==> config.mk <==
export PLATFORM = sky130hd
export DESIGN_NAME = rx_symbol_framer
export DESIGN_NICKNAME = d
export VERILOG_FILES = /design/src/rtl/rx_symbol_framer.sv
export SDC_FILE = /design/constraint.sdc
export NUM_CORES = 1
export LEC_CHECK = 0
export ABC_AREA = 1
export CAP_MARGIN = 10
export CORE_ASPECT_RATIO = 0.8
export CORE_MARGIN = 5
export CORE_UTILIZATION = 39
export CTS_BUF_LIST = sky130_fd_sc_hd__clkbuf_4 sky130_fd_sc_hd__clkbuf_8
export DETAILED_ROUTE_END_ITERATION = 7
export GPL_ROUTABILITY_DRIVEN = 1
export PLACE_DENSITY_LB_ADDON = 0.3
export RECOVER_POWER = 100
export SETUP_SLACK_MARGIN = 0.05
export SLEW_MARGIN = 20
export SYNTH_ARGS = -nofsm -noshare
export SYNTH_HDL_FRONTEND = slang
export SYNTH_SLANG_ARGS = --single-unit
export TNS_END_PERCENT = 1
==> constraint.sdc <==
create_clock -name clk -period 5.1 [get_ports clk]
set_input_delay 1.02 -clock clk [delete_from_list [all_inputs] [get_ports clk]]
set_output_delay 1.02 -clock clk [all_outputs]
set_load 0.01 [all_outputs]
==> src/rtl/rx_symbol_framer.sv <==
// ---------------------------------------------------------------------------
// rx_symbol_framer
//
// Front end of the 16-QAM receive chain. Raw 4-bit I/Q symbols from the
// sampler are searched for a run of PRE_LEN preamble symbols (PRE_I, PRE_Q).
// Once the run is found, the next N accepted symbols are a payload frame.
// Each payload symbol is registered to the demodulator outputs together with
// its deinterleaver write address alpha = (k*STEP + OFFSET) mod N. After the
// last payload symbol the input is held off for GUARD cycles so the
// deinterleaver and decoder can drain, and then the preamble hunt resumes.
//
// Optional feature, macro FRAMER_TIMEOUT_EN:
//   defined   - a PAYLOAD idle-cycle counter aborts the frame after TIMEOUT
//               cycles without an accept, pulses sync_lost and returns to
//               the hunt without a guard interval and without counting the
//               frame.
//   undefined - no counter is built, PAYLOAD waits indefinitely and
//               sync_lost is constant 0.
//
// Handshake: a symbol is transferred on a rising edge of clk where
//   in_valid && in_ready. in_ready is a decode of the registered state only
//   (never of in_valid), so the source may hold or drop in_valid freely.
//   sym_valid is a one-cycle qualifier for i_out/q_out/alpha_out with no
//   back-pressure from the demodulator.
//
// Ports:
//   clk         in   rising-edge clock
//   rst         in   asynchronous active-high reset
//   in_valid    in   input symbol present
//   in_i        in   [3:0] raw I symbol
//   in_q        in   [3:0] raw Q symbol
//   in_ready    out  framer accepts a symbol this cycle (0 during guard)
//   i_out       out  [3:0] registered payload I symbol
//   q_out       out  [3:0] registered payload Q symbol
//   alpha_out   out  [7:0] deinterleaver address, log2(N) bits zero-extended
//   sym_valid   out  i_out/q_out/alpha_out valid this cycle
//   frame_start out  pulse with payload symbol 0
//   frame_end   out  pulse with payload symbol N-1
//   sync_lost   out  one-cycle pulse on a timeout abort
//   frame_cnt   out  [15:0] completed frames, wraps
//
// Debug: the internal enum signal 'state' carries the FSM state
//   (ST_HUNT / ST_PAYLOAD / ST_GUARD) for checkers bound into this module.
// ---------------------------------------------------------------------------
module rx_symbol_framer #(
  parameter int         N       = 128,
  parameter int         PRE_LEN = 4,
  parameter logic [3:0] PRE_I   = 4'h7,
  parameter logic [3:0] PRE_Q   = 4'h9,
  parameter int         STEP    = 5,
  parameter int         OFFSET  = 3,
  parameter int         GUARD   = 16,
  parameter int         TIMEOUT = 64
) (
  input  logic        clk,
  input  logic        rst,
  input  logic        in_valid,
  input  logic [3:0]  in_i,
  input  logic [3:0]  in_q,
  output logic        in_ready,
  output logic [3:0]  i_out,
  output logic [3:0]  q_out,
  output logic [7:0]  alpha_out,
  output logic        sym_valid,
  output logic        frame_start,
  output logic        frame_end,
  output logic        sync_lost,
  output logic [15:0] frame_cnt
);

  // ------------------------------------------------------------------------
  // Parameter sanity (elaboration time only)
  // ------------------------------------------------------------------------
  if (N < 2 || N > 256 || (N & (N - 1)) != 0) begin : g_bad_n
    $error("rx_symbol_framer: N must be a power of 2 in 2..256");
  end
  if (PRE_LEN < 1 || PRE_LEN > 15) begin : g_bad_pre_len
    $error("rx_symbol_framer: PRE_LEN must be in 1..15");
  end
  if ((STEP % 2) == 0) begin : g_bad_step
    $error("rx_symbol_framer: STEP must be odd");
  end
  if (OFFSET < 0 || OFFSET >= N) begin : g_bad_offset
    $error("rx_symbol_framer: OFFSET must be in 0..N-1");
  end
  if (GUARD < 1 || GUARD > 65536) begin : g_bad_guard
    $error("rx_symbol_framer: GUARD must be in 1..65536");
  end
  if (TIMEOUT < 1 || TIMEOUT > 65536) begin : g_bad_timeout
    $error("rx_symbol_framer: TIMEOUT must be in 1..65536");
  end

  // ------------------------------------------------------------------------
  // Constants
  // ------------------------------------------------------------------------
  localparam int AW = $clog2(N);

  // alpha is exactly log2(N) bits wide, so the natural wrap of an AW-bit
  // adder is the "mod N" of the address recurrence.
  localparam logic [AW-1:0] ALPHA0    = AW'(OFFSET);
  localparam logic [AW-1:0] STEP_W    = AW'(STEP);
  localparam logic [7:0]    K_LAST    = 8'(N - 1);
  localparam logic [3:0]    PCNT_LAST = 4'(PRE_LEN - 1);
  localparam logic [15:0]   GCNT_INIT = 16'(GUARD - 1);

  typedef enum logic [1:0] {
    ST_HUNT    = 2'd0,
    ST_PAYLOAD = 2'd1,
    ST_GUARD   = 2'd2
  } state_t;

  // ------------------------------------------------------------------------
  // Registered state and counters
  // ------------------------------------------------------------------------
  state_t        state;
  state_t        state_n;
  logic [3:0]    pcnt;      // consecutive preamble symbols seen in HUNT
  logic [3:0]    pcnt_n;
  logic [7:0]    k;         // payload symbol index within the frame
  logic [7:0]    k_n;
  logic [AW-1:0] alpha;     // address for the next payload symbol
  logic [AW-1:0] alpha_n;
  logic [15:0]   gcnt;      // guard cycles still to run, minus one
  logic [15:0]   gcnt_n;

  logic accept;
  logic pre_match;
  logic timeout_hit;

  // Registered-output next values
  logic        sym_valid_n;
  logic        frame_start_n;
  logic        frame_end_n;
  logic        sync_lost_n;
  logic [3:0]  i_out_n;
  logic [3:0]  q_out_n;
  logic [7:0]  alpha_out_n;
  logic [15:0] frame_cnt_n;

  assign accept    = in_valid && in_ready;
  assign pre_match = (in_i == PRE_I) && (in_q == PRE_Q);

  // ------------------------------------------------------------------------
  // PAYLOAD idle-cycle watchdog
  // ------------------------------------------------------------------------
`ifdef FRAMER_TIMEOUT_EN
  localparam logic [15:0] TCNT_LAST = 16'(TIMEOUT - 1);

  logic [15:0] tcnt;        // idle cycles since the last PAYLOAD accept
  logic [15:0] tcnt_n;

  // The abort fires on the TIMEOUT-th consecutive idle edge in PAYLOAD;
  // because it needs !accept it can never coincide with the frame_end
  // accept, so sync_lost and frame_end are mutually exclusive.
  assign timeout_hit = (state == ST_PAYLOAD) && !accept && (tcnt == TCNT_LAST);

  always_comb begin
    tcnt_n = 16'd0;
    if (state == ST_PAYLOAD && !accept && !timeout_hit) begin
      tcnt_n = tcnt + 16'd1;
    end
  end

  always_ff @(posedge clk or posedge rst) begin
    if (rst) begin
      tcnt <= 16'd0;
    end else begin
      tcnt <= tcnt_n;
    end
  end
`else
  assign timeout_hit = 1'b0;
`endif

  // ------------------------------------------------------------------------
  // FSM process 1: state register (plus the counters it owns)
  // ------------------------------------------------------------------------
  always_ff @(posedge clk or posedge rst) begin
    if (rst) begin
      state <= ST_HUNT;
      pcnt  <= 4'd0;
      k     <= 8'd0;
      alpha <= ALPHA0;
      gcnt  <= 16'd0;
    end else begin
      state <= state_n;
      pcnt  <= pcnt_n;
      k     <= k_n;
      alpha <= alpha_n;
      gcnt  <= gcnt_n;
    end
  end

  // ------------------------------------------------------------------------
  // FSM process 2: next state and counter updates
  // ------------------------------------------------------------------------
  always_comb begin
    state_n = state;
    pcnt_n  = pcnt;
    k_n     = k;
    alpha_n = alpha;
    gcnt_n  = gcnt;

    unique case (state)
      ST_HUNT: begin
        // Idle cycles leave pcnt alone; any non-matching symbol restarts.
        if (accept) begin
          if (!pre_match) begin
            pcnt_n = 4'd0;
          end else if (pcnt == PCNT_LAST) begin
            state_n = ST_PAYLOAD;
            pcnt_n  = 4'd0;
            k_n     = 8'd0;
            alpha_n = ALPHA0;
          end else begin
            pcnt_n = pcnt + 4'd1;
          end
        end
      end

      ST_PAYLOAD: begin
        if (accept) begin
          k_n     = k + 8'd1;
          alpha_n = alpha + STEP_W;
          if (k == K_LAST) begin
            state_n = ST_GUARD;
            gcnt_n  = GCNT_INIT;
            k_n     = 8'd0;
            alpha_n = ALPHA0;
          end
        end else if (timeout_hit) begin
          state_n = ST_HUNT;
          pcnt_n  = 4'd0;
          k_n     = 8'd0;
          alpha_n = ALPHA0;
        end
      end

      ST_GUARD: begin
        // GUARD-1 down to 0 inclusive gives exactly GUARD cycles here.
        if (gcnt == 16'd0) begin
          state_n = ST_HUNT;
          pcnt_n  = 4'd0;
        end else begin
          gcnt_n = gcnt - 16'd1;
        end
      end

      default: begin
        state_n = ST_HUNT;
        pcnt_n  = 4'd0;
      end
    endcase
  end

  // ------------------------------------------------------------------------
  // FSM process 3: outputs (in_ready decode and next registered outputs)
  // ------------------------------------------------------------------------
  always_comb begin
    in_ready      = (state != ST_GUARD);

    sym_valid_n   = 1'b0;
    frame_start_n = 1'b0;
    frame_end_n   = 1'b0;
    sync_lost_n   = timeout_hit;
    i_out_n       = i_out;
    q_out_n       = q_out;
    alpha_out_n   = alpha_out;
    frame_cnt_n   = frame_cnt;

    // in_ready is 1 in PAYLOAD, so accept here is simply in_valid.
    if (state == ST_PAYLOAD && accept) begin
      sym_valid_n   = 1'b1;
      frame_start_n = (k == 8'd0);
      frame_end_n   = (k == K_LAST);
      i_out_n       = in_i;
      q_out_n       = in_q;
      alpha_out_n   = 8'(alpha);
      if (k == K_LAST) begin
        frame_cnt_n = frame_cnt + 16'd1;
      end
    end
  end

  // ------------------------------------------------------------------------
  // Output registers
  // ------------------------------------------------------------------------
  always_ff @(posedge clk or posedge rst) begin
    if (rst) begin
      sym_valid   <= 1'b0;
      frame_start <= 1'b0;
      frame_end   <= 1'b0;
      i_out       <= 4'd0;
      q_out       <= 4'd0;
      alpha_out   <= 8'd0;
      frame_cnt   <= 16'd0;
    end else begin
      sym_valid   <= sym_valid_n;
      frame_start <= frame_start_n;
      frame_end   <= frame_end_n;
      i_out       <= i_out_n;
      q_out       <= q_out_n;
      alpha_out   <= alpha_out_n;
      frame_cnt   <= frame_cnt_n;
    end
  end

`ifdef FRAMER_TIMEOUT_EN
  always_ff @(posedge clk or posedge rst) begin
    if (rst) begin
      sync_lost <= 1'b0;
    end else begin
      sync_lost <= sync_lost_n;
    end
  end
`else
  // Without the watchdog timeout_hit is constant 0; keep the net tied off.
  logic unused_sync;
  assign unused_sync = sync_lost_n;
  assign sync_lost   = unused_sync;
`endif

endmodule

======== Word level (Yosys, flattened, before mapping) ========
Index checks and enable logic that the tools add are counted.
cells by class
  reduce and logical (&&, ||, !) cells .... 13
  bitwise gates (word level) .............. 1
  $add $sub $neg .......................... 5
  equality and inequality tests ........... 14
  muxes and demuxes ....................... 31
operators by type and width
  operator                                                              number
  16-bit 2-to-1 mux                                                     3
  8-bit 2-to-1 mux                                                      5
  7-bit 2-to-1 mux                                                      5
  16-bit one-hot mux with 2 select lines                                1
  16-bit by 1-bit adder with 16-bit output, second input constant       1
  16-bit zero test                                                      1
  4-bit 2-to-1 mux                                                      4
  2-bit inequality test, second input constant                          8
  8-bit one-hot mux with 2 select lines                                 1
  16-bit by 1-bit subtractor with 16-bit output, second input constant  1
  7-bit one-hot mux with 2 select lines                                 1
  2-bit 2-to-1 mux                                                      6
  4-bit one-hot mux with 3 select lines                                 1
  8-bit by 1-bit adder with 8-bit output, second input constant         1
  8-bit by 7-bit == test with 1-bit output, second input constant       1
  8-bit zero test                                                       1
  7-bit by 3-bit adder with 7-bit output, second input constant         1
  2-bit one-hot mux with 3 select lines                                 1
  6-bit AND reduction                                                   1
  5-bit AND reduction                                                   1
  4-bit by 1-bit adder with 4-bit output, second input constant         1
  4-bit by 2-bit == test with 1-bit output, second input constant       1
  4-bit by 3-bit == test with 1-bit output, second input constant       1
  4-bit == test, second input constant                                  1
  other kinds (10)                                                      15
word-level totals
  logic and storage cells ................. 76
  output and inout bits ................... 37
  register bits ........................... 71
  input port bits ......................... 11

======== Longest topological paths before layout ========
Gate-level depths: netlist (run 1).
  depth in word-level cells ............... 5
  gate-level depth with buffers ........... 11
  depth with buffers taken out ............ 10

======== Worst setup path after synthesis (run 1) ========
Ideal clock, no wire load.
  kind .................................... input-to-reg
  start point ............................. in in_q[1]
  end point ............................... reg k[5]
  required time ........................... 4983 ps
  path slack .............................. 3011 ps
  data arrival time ....................... 1972 ps
  stages .................................. 11
  path buffers ............................ 1
  cells stage by stage .................... inv_1 > nand2_1 > nor2_1 > nand2_1 > inv_1 > nand2_1 > nand2_1 > nand2_2 > buf_2 > nand2_1 > nand2_1
between the ends
  longest elaborated chain between the ends .. 4
ends and longest elaborated chain
  what                             RTL line  source
  start: declaration               59        input logic [3:0] in_q,
  4-bit == test                    141       assign pre_match = (in_i == PRE_I) && (in_q == PRE_Q);
  1-bit logical AND                141
  2-bit inequality test (no line)  -
  5-bit AND reduction (no line)    -
  end signal: assignment           188       k <= k_n;
  end: declaration                 119       logic [7:0] k;
No other way between the ends.
A chain may end at the register's enable or synchronous reset.

======== Worst setup path after layout (run 1) ========
  start point ............................. in in_valid
  end point ............................... reg frame_cnt[8]
between the ends
  longest elaborated chain between the ends .. 3
ends and longest elaborated chain
  what                           RTL line  source
  start: declaration             57        input logic in_valid,
  1-bit logical AND              140       assign accept = in_valid && in_ready;
  1-bit logical AND              272       if (state == ST_PAYLOAD && accept) begin
  2-bit AND reduction (no line)  -
  end signal: assignment         304       frame_cnt <= frame_cnt_n;
  end: declaration               68        output logic [15:0] frame_cnt
No other way between the ends.

==> key figures, run 1 <==
Setup path
  • CP peak stage delay: 600 ps
  • CP Cell Sequence: dlygate4sd3_1, inv_1, nor2_1, nand3_1, inv_1, nand2_1, o21ai_0, nand2_1
  • Req. time, crit path: 5350 ps
  • Reg2Reg Setup Slack: approximately 2100 ps
  • Worst R2R End: frame_cnt[8]
  • Critical-path top delay cell: dlygate4sd3_1
  • Worst Path Arrival: roughly 3800 ps
  • FF-to-FF Start: state[1]
  • Crit-path max FO: 14
  • Startpoint Class: input port
  • WS Path Type: input port to register
  • R2r worst-path depth: 8
  • Crit end category: register

STA
  • Slew @ Worst Pin: approximately 1400 ps
  • Peak Freq: 281 MHz
  • Skew final: 10.6 ps
  • Tcrit/Tclk final: between 60% and 70%
  • Slew Limit Fails: 0
  • Final Hold Vio Count: 0
  • Setup_tns: 0 ps
  • Worst slew margin: 9.83%
  • Crit path time final: about 3600 ps
  • Endpoints failing setup: 0
  • RSZ-0062 raised after global routing: no

Placed design
  • HPWL after detailed placement: 6.46 mm
  • Gpl congestion: 0.868
  • Port bufs: 45

Route
  • Routed vias: between 3000 and 4000
  • ANT nets after route: 0
  • Final wirelength: roughly 9 mm
  • Drt pass-1 iters: 4
  • Avg WL per Cell: 12.1 um
  • Via/cell ratio: between 4 and 5
  • Number of remaining DRC errors: 0
  • First DRT Iteration DRCs: ~330

Yosys
  • Synth Instances: between 500 and 600
  • Mapped cell area: 3970 um2
  • Ys flop type: dfrtp_1
  • Ys async rst share: 100%
  • EDFF count, synth: 0
  • Number of synthesis warnings: 0
  • Synthesized area per cell: a little over 7 um2
  • Seq/Total Area, Yosys: approximately 45%
  • Unique masters post-synth: 32
  • Synth Register Bits: just over 70

Clock tree
  • Clock sinks: 71
  • CTS max path bufs: 2
  • Hold-fix buffers, CTS: 0
  • Num CTS Buffers: 9
  • CTS tree: done
  • Worst skew pair latency: 350 ps
  • Resize count post-CTS: 0
  • Clock root buffer: clkbuf_8
  • Post-CTS setup buffers: 0
  • H-tree depth: 3
  • Reg clk slew, reported paths: 80 ps

Power and ir drop
  • Final Total Pwr: between 1 and 1.5 mW
  • P_leak: approximately 2.4 nW
  • Max rail drop VDD: approximately 0.11 mV
  • Pwr/cell area: between 200 and 250 nW/um2

Global routing
  • Tot GR Track Use: between 10% and 20%
  • Largest net degree at the start of global routing: 38
  • Vias in the first global route: around 3300
  • Overflow after GRT: 0
  • First-pass GRT wire length: approximately 15 mm
  • Initial antenna violation count: 0

Final layout
  • Share of cells above drive strength 1: roughly 5.8%
  • Filler cells: 1049
  • Fin nets: 611
  • Layout Area Growth over Synthesis: 19.4%
  • ANT cells: 0

Run status
  • Status: complete, no violations

Run
  • Max-cap viol count: 0

Min path
  • Hold Path Stages: 2
  • Hold Path Origin: alpha_out[0]
  • Worst Hold End: alpha_out[0]
  • Hold WC Path Type: register to register

Floorplanning
  • Core Area: 10100 um2
  • Die area: approximately 12000 um2
  • Initial Util: around two fifths
  • Io pins: 48
  • Die Span Y: approximately 100 um
  • Rows: 33
  • Die W: between 100 and 150 um
[worst max-delay path, delay by kind of cell]
| kind | cells | cell delay, ps |
|---|---|---|
| AOI/OAI and AO/OA | 1 | 190 |
| buffers and inverters | 3 | 1230 |
| and+or+nand+nor | 4 | 1360 |
[synth_stat cells (3+ instances only)]
library cell,number,area [um2]
or2_2,3,18.8
inv_1,57,214
o21ai_0,28,140
nand2_2,5,31.3
dfrtp_1,69,1730
xnor2_1,3,26.3
nand2_1,200,751
nor2_4,3,33.8
nand4_1,11,68.8
nand3_1,47,235
nor3_1,8,40.0
buf_2,4,20.0
ha_1,6,75.1
xor2_1,13,114
buf_4,3,22.5
nor2_2,3,18.8
a21oi_1,3,15.0
nor2_1,59,221
[cells in the final DEF, fill, tap and decap left out]
master	count
bufinv_16	2
or2_2	3
nand2_4	1
clkinv_4	3
inv_1	58
nor2_1	60
conb_1	2
dfstp_2	2
clkbuf_8	9
a21oi_1	3
xnor2_1	3
nand3_1	48
nor2_4	2
clkdlybuf4s50_1	7
nand4_1	11
xor2_1	13
ha_1	6
nand3b_1	1
nand2_1	202
o211ai_1	1
nor2_2	3
buf_4	2
nor3_1	8
nor3b_1	2
inv_2	1
inv_6	2
nand2_2	4
o21ai_0	32
dfrtp_1	69
dlygate4sd3_1	38
a21oi_4	1
[layout make-up]
class | count | area [um2] | share of cell area (%)
well taps | 140 | 175 | 3.69
multi-input cells | 406 | 1870 | 39.5
clock buffers | 9 | 124 | 2.61
flip-flops and latches | 71 | 1780 | 37.5
clock inverters | 7 | 104 | 2.19
repair buffers | 47 | 465 | 9.82
inverters | 59 | 221 | 4.67
[registers in the layout (all words and copies together) (netlist names), 4 cells and up]
name,cells
q_out,4
gcnt,16
alpha_out,7
i_out,4
alpha,7
k,8
frame_cnt,16
pcnt,4
[worst max-delay path by stage]
stage	start	to	slack, ps	cells after the start
2_1_floorplan	rst	alpha[2]	2290	1
3_3_place_gp	in_valid	frame_cnt[8]	2210	8
5_1_grt	in_valid	frame_cnt[8]	1350	8
6_report	in_valid	frame_cnt[8]	1550	8
4_1_cts	state[1]	in_ready	2270	5
3_5_place_dp	in_valid	frame_cnt[8]	2160	8
[metal layers]
layer  global-route usage (%)  wire length, um  vias up
met5                        0                0        -
met4                     4.04               93        0
met3                     3.77              495       11
met2                     23.1             3960       90
met1                     21.5             4420     1642
li1                         -                -     1809
[stage by stage]
stage	hold slack (ps)	area (um2)	worst slack (ps)	instances	util, %
detailed placement	462	4550	2160	723	45.0
floorplan	464	3980	2290	547	-
global placement	460	4550	2210	723	45.0
CTS	485	4780	2270	739	47.2
global route	508	4740	1350	739	46.9
finish	475	4740	1550	739	46.9
[kinds of logic after synthesis]
kind of cell | count (synthesis) | synth area share, %
compound gates | 37 | 5.20
xor+xnor | 16 | 3.53
fa+ha+maj | 6 | 1.89
buf+inv | 70 | 7.21
flops | 71 | 44.8
other cells | 1 | 0.0944
simple gates | 345 | 37.3
[where the power goes]
part,total [mW],internal [mW],switching [mW]
logic,0.0409,0.0167,0.0241
registers,0.570,0.568,0.00274
clock network,0.519,0.281,0.238
total,1.13,0.866,0.265
(Power assumes the default switching activity.)
==> run 2: changes to the inputs <==
==> constraint.sdc (replaced) <==
create_clock -name clk -period 2.88 [get_ports clk]
set_input_delay 0.576 -clock clk [delete_from_list [all_inputs] [get_ports clk]]
set_output_delay 0.576 -clock clk [all_outputs]
set_load 0.01 [all_outputs]
==> run 2 against run 1 <==
Highest routed layer unchanged. Core utilization is 0.074 points lower. Largest cell class unchanged. Routed wire length is 0.61% lower. Non-clock buffer count is 4 higher. Total power is 68% higher. Combinational power is 81% higher. Sequential power is 77% higher.
==> key figures, run 2 (synthesis results as in run 1) <==
STA
  • Endpoints failing setup: 0 (unchanged)
  • Setup_tns: 0 ps (unchanged)
  • Peak Freq: between 400 and 500 MHz
  • Skew final: 12.5 ps (+1.91 ps)
  • Crit path time final: 2310 ps
  • Worst slew margin: 38.9% (+29 points)
  • RSZ-0062 raised after global routing: no
  • Tcrit/Tclk final: approximately 80%
  • Final Hold Vio Count: 0 (unchanged)
  • Slew @ Worst Pin: 917 ps (-435 ps)
  • Final WS setup: 570 ps (-975 ps)
  • Slew Limit Fails: 0 (unchanged)

Floorplanning
  • Die area: 12300 um2 (unchanged)
  • Rows: 33 (unchanged)
  • Io pins: 48 (unchanged)
  • Core Area: 10100 um2 (unchanged)
  • Initial Util: 39.3% (unchanged)
  • Die Span Y: 100 um (unchanged)
  • Die W: 123 um (unchanged)

Final layout
  • ANT cells: 0 (unchanged)
  • Largest registers: frame_cnt x16, gcnt x16, k x8
  • Fin nets: 615 (+0.65%)
  • Layout Area Growth over Synthesis: 19.2%
  • Share of cells above drive strength 1: 5.97% (+0.13 points)
  • Util after Layout: 46.8% (-0.074 points)
  • Most frequent cells in the layout: 204 x nand2_1, 69 x dfrtp_1, 60 x nor2_1
  • Most common cell after layout, fill and taps aside: nand2_1

Power and ir drop
  • Switching pwr: 0.445 mW (+68%)
  • Sequential fraction of design power: 53.3% (+2.8 points)
  • Logic pwr share: 3.9% (+0.3 points)
  • P_leak: 2.41 nW (-0.61%)
  • Pwr/cell area: 400 nW/um2 (+68%)
  • Max rail drop VDD: 0.197 mV (+74%)
  • Final Total Pwr: 1.89 mW (+68%)
  • Switching Fraction: 23.5% (+0.088 points)
  • Clk network pwr share: 42.8% (-3.1 points)
  • Internal power: 1.45 mW (+67%)

Route
  • ANT nets after route: 0 (unchanged)
  • Final wirelength: 8.92 mm (-0.61%)
  • Via/cell ratio: 4.69 (-2.4%)
  • Drt pass-1 iters: 5 (+1)
  • Number of remaining DRC errors: 0 (unchanged)
  • Avg WL per Cell: 12.0 um (-1.1%)
  • First DRT Iteration DRCs: 215 (-35%)
  • Routed vias: 3487 (-1.8%)

Global routing
  • Largest net degree at the start of global routing: 39 (+2.6%)
  • Vias in the first global route: 3251 (-0.70%)
  • First-pass GRT wire length: 15.5 mm (+1.6%)
  • Tot GR Track Use: 15.4% (+0.28 points)
  • Initial antenna violation count: 0 (unchanged)
  • Overflow after GRT: 0 (unchanged)

Setup path
  • CP Cell Sequence: dlygate4sd3_1, inv_1, nor2_4, clkbuf_1, inv_1, o21ai_0
  • Startpoint Class: input port
  • CP peak stage delay: 610 ps (about the same)
  • Most frequent CP cell: inv_1
  • Worst Path Arrival: 2560 ps (-1240 ps)
  • Req. time, crit path: 3130 ps (-2220 ps)
  • Crit-path max FO: 24 (+10)
  • WS Path Type: input port to register
  • Crit end category: register
  • Critical-path top delay cell: dlygate4sd3_1

Clock tree
  • Resize count post-CTS: 0 (unchanged)
  • Post-CTS setup buffers: 0 (unchanged)
  • Num CTS Buffers: 9 (unchanged)
  • Reg clk slew, reported paths: 90 ps (about the same)
  • H-tree depth: 3 (unchanged)
  • CTS tree: done
  • Clock root buffer: clkbuf_8
  • CTS max path bufs: 2 (unchanged)
  • Clock sinks: 71 (unchanged)
  • Hold-fix buffers, CTS: 0 (unchanged)
  • Worst skew pair latency: 350 ps (about the same)

Placed design
  • Port bufs: 45 (unchanged)
  • Gpl congestion: 0.848 (-2.3%)
  • Pre-CTS setup slack: 574 ps (-1580 ps)
  • HPWL after detailed placement: 6.45 mm (about the same)

Min path
  • Hold WC Path Type: register to register

Run status
  • Status: complete, no violations

Run
  • Max-cap viol count: 0 (unchanged)
==> run 2: layout make-up <==
class,instances,area (um2)
Inverter,59,221
Timing Repair Buffer,51,485
Clock inverter,6,70.1
Multi-Input combinational cell,406,1870
Sequential cell,71,1780
Fill cell,981,5380
Tap cell,140,175
Clock buffer,10,131
==> run 2: metrics by stage <==
stage	cell area, um2	instances	hold slack, ps
after floorplan	3980	547	464
after global placement	4580	727	453
after detailed placement	4580	727	458
after CTS	4780	743	480
after global routing	4730	743	491
final	4730	743	473
==> run 2: worst paths after layout <==
kind                           from      endpoint  slack (ps)  cells after the start
max                        in_valid      i_out[3]         570                      6
min                        i_out[0]      i_out[0]         470                      2
max reg2reg                state[1]      i_out[3]         770                      6
min reg2reg                i_out[0]      i_out[0]         470                      2
max in group asynchronous       rst       pcnt[2]        1340                      3
min in group asynchronous       rst  alpha_out[1]         780                      3
==> run 2: critical path, delay by kind of cell <==
kind,cells,cell delay [ps]
buf+inv,4,1560
simple gates,1,110
compound gates,1,300
==> run 2: power by group through the flow <==
stage / Combinational (mW) / Sequential [mW] / Clock (mW)
6_report: 0.0742 / 1.01 / 0.811
4_1_cts: 0.0823 / 1.01 / 0.842
2_1_floorplan: 0.0318 / 1.03 / 0
3_3_place_gp: 0.0804 / 1.03 / 0
5_1_grt: 0.0848 / 1.01 / 0.890
3_5_place_dp: 0.0816 / 1.03 / 0
==> run 2: per-layer routing <==
| layer | share of wire [%] | global-route usage (%) | up-vias |
|---|---|---|---|
| li1 | - | - | 1809 |
| met1 | 51 | 21.6 | 1605 |
| met2 | 44 | 24.1 | 64 |
| met3 | 4.3 | 3.72 | 9 |
| met4 | 0.99 | 3.87 | 0 |
| met5 | 0 | 0 | - |
==> run 3: changes to the inputs <==
==> constraint.sdc (replaced) <==
create_clock -name clk -period 2 [get_ports clk]
set_input_delay 0.4 -clock clk [delete_from_list [all_inputs] [get_ports clk]]
set_output_delay 0.4 -clock clk [all_outputs]
set_load 0.01 [all_outputs]
==> run 3 against run 2 <==
Final cell count grew 1.3%. Setup slack got worse by 420 ps. Sequential power grew 44%. Cell area increased by 2.4%. Total power grew 45%. Critical path depth fell by 5. Register-to-register slack lost 540 ps. Sequential cell count unchanged. Via count increased by 2.1%. Worst hold slack lost 4.7 ps. Critical path type is now register to output port. Critical endpoint is now frame_cnt[12].
==> key figures, run 3 (synthesis results as in run 1) <==
Run status
  • Status: complete, no violations

Power and ir drop
  • Max rail drop VDD: 0.256 mV (+30%)
  • Switching pwr: 0.639 mW (+44%)
  • Sequential fraction of design power: 52.8% (-0.5 points)
  • Clk network pwr share: 43.1% (+0.3 points)
  • Pwr/cell area: 567 nW/um2 (+42%)
  • Internal power: 2.11 mW (+46%)
  • Switching Fraction: 23.2% (-0.26 points)
  • Logic pwr share: 4.0% (about the same)
  • P_leak: 2.48 nW (+2.7%)

Floorplanning
  • Io pins: 48 (unchanged)
  • Die Span Y: 100 um (unchanged)
  • Initial Util: 39.3% (unchanged)
  • Die W: 123 um (unchanged)
  • Core Area: 10100 um2 (unchanged)
  • Rows: 33 (unchanged)
  • Die area: 12300 um2 (unchanged)

STA
  • Final WS setup: 150 ps (-421 ps)
  • Setup_tns: 0 ps (unchanged)
  • RSZ-0062 raised after global routing: no
  • Final Hold Vio Count: 0 (unchanged)
  • Skew final: 10.3 ps (-2.18 ps)
  • Worst slew margin: 50.7% (+12 points)
  • Endpoints failing setup: 0 (unchanged)
  • Slew @ Worst Pin: 736 ps (-181 ps)
  • Slew Limit Fails: 0 (unchanged)
  • Tcrit/Tclk final: 92.5%
  • Peak Freq: between 500 and 600 MHz
  • Crit path time final: approximately 1900 ps

Global routing
  • Tot GR Track Use: 14.9% (-0.55 points)
  • Initial antenna violation count: 0 (unchanged)
  • First-pass GRT wire length: 15.0 mm (-3.4%)
  • Largest net degree at the start of global routing: 37 (-5.1%)
  • Vias in the first global route: 3245 (-0.18%)
  • Overflow after GRT: 0 (unchanged)

Min path
  • Hold WC Path Type: register to register

Route
  • ANT nets after route: 0 (unchanged)
  • Number of remaining DRC errors: 0 (unchanged)
  • Routed vias: 3560 (+2.1%)
  • Avg WL per Cell: 11.6 um (-3.5%)
  • Final wirelength: 8.72 mm (-2.2%)
  • First DRT Iteration DRCs: 202 (-6.0%)
  • Drt pass-1 iters: 5 (unchanged)
  • Via/cell ratio: 4.73 (+0.74%)

Setup path
  • Crit-path max FO: 6 (-75%)
  • Crit path buffers/inverters: 1 (-3)
  • CP peak stage delay: 640 ps (+30 ps)
  • Crit-path leading delay family: buffers and inverters
  • Startpoint Class: register
  • Req. time, crit path: 1600 ps (-1530 ps)
  • WS Path Type: register to output port
  • CP Cell Sequence: dlygate4sd3_1
  • Critical-path top delay cell: dlygate4sd3_1
  • Crit end category: output port
  • Worst Path Arrival: 1450 ps (-1110 ps)

Final layout
  • ANT cells: 0 (unchanged)
  • Filler cells: 996 (+1.5%)
  • Final Cell Area: 4850 um2 (+2.4%)
  • Share of cells above drive strength 1: 7.99% (+2.0 points)
  • Largest registers: frame_cnt x16, gcnt x16, k x8
  • Most frequent cells in the layout: 202 x nand2_1, 69 x dfrtp_1, 60 x nor2_1
  • Fin nets: 625 (+1.6%)
  • Layout Area Growth over Synthesis: 22.1%
  • Reg area: 1780 um2 (unchanged)
  • Multi-input combinational cell area: 1900 um2 (+1.5%)
  • Most common cell after layout, fill and taps aside: nand2_1

Clock tree
  • Hold-fix buffers, CTS: 0 (unchanged)
  • Reg clk slew, reported paths: 80 ps (about the same)
  • Num CTS Buffers: 9 (unchanged)
  • CTS tree: done
  • Clock sinks: 71 (unchanged)
  • Worst skew pair latency: 340 ps (about the same)
  • CTS max path bufs: 2 (unchanged)
  • Resize count post-CTS: 1 (+1)
  • Post-CTS setup buffers: 0 (unchanged)
  • H-tree depth: 3 (unchanged)
  • Clock root buffer: clkbuf_8

Placed design
  • HPWL after detailed placement: 6.47 mm (+0.16%)
  • Gpl congestion: 0.864 (+1.9%)
  • Post-DP Area: 4700 um2 (+2.5%)
  • Pre-CTS setup slack: 74.4 ps (-500 ps)
  • Port bufs: 45 (unchanged)

Run
  • Max-cap viol count: 0 (unchanged)
## run 3: cell types whose count changed in the layout (fill, tap and decap cells not counted), moves of 2 or more
cell / change
clkdlybuf4s50_1: +2
dlygate4sd3_1: -3
buf_4: +6
clkinvlp_4: -2
nand2_1: -2
clkbuf_2: +2
## run 3: metal layers
metal	global-route usage, %	up-vias	part of all wire [%]
met5	0	-	0
met4	4.13	0	0.80
met3	3.77	7	5.4
met2	22.5	72	43
met1	21.2	1643	51
li1	-	1838	-
## run 3: area by class of cell
class	instances	share of cell area, %
Inverter	59	4.59
Multi-Input combinational cell	406	39.2
Clock inverter	6	1.42
Tap cell	140	3.61
Sequential cell	71	36.7
Timing Repair Buffer	61	11.7
Clock buffer	10	2.84
## run 3: power by group through the flow
stage / combinational, mW / sequential [mW] / clock [mW]
after floorplan: 0.0462 / 1.49 / 0
after global placement: 0.127 / 1.48 / 0
after detailed placement: 0.128 / 1.48 / 0
after CTS: 0.129 / 1.45 / 1.24
after global routing: 0.128 / 1.46 / 1.29
final: 0.111 / 1.45 / 1.19
## run 3: path summary, 6_finish.rpt
kind	slack, ps	to	depth (start not counted)	start
setup / recovery	150	frame_cnt[12]	1	frame_cnt[12]
setup reg to reg	230	pcnt[0]	9	gcnt[0]
max in group asynchronous	440	alpha[0]	3	rst
hold reg to reg	470	i_out[1]	2	i_out[1]
min in group asynchronous	590	gcnt[7]	2	rst
hold / removal	470	i_out[1]	2	i_out[1]
## run 3: per-stage QoR
stage	total power, mW	hold slack (ps)	cells	utilization [%]
finish	2.75	469	753	47.9
global placement	1.61	456	737	46.4
global route	2.88	496	753	47.9
detailed placement	1.61	458	737	46.4
floorplan	1.54	464	547	-
CTS	2.82	397	753	48.5
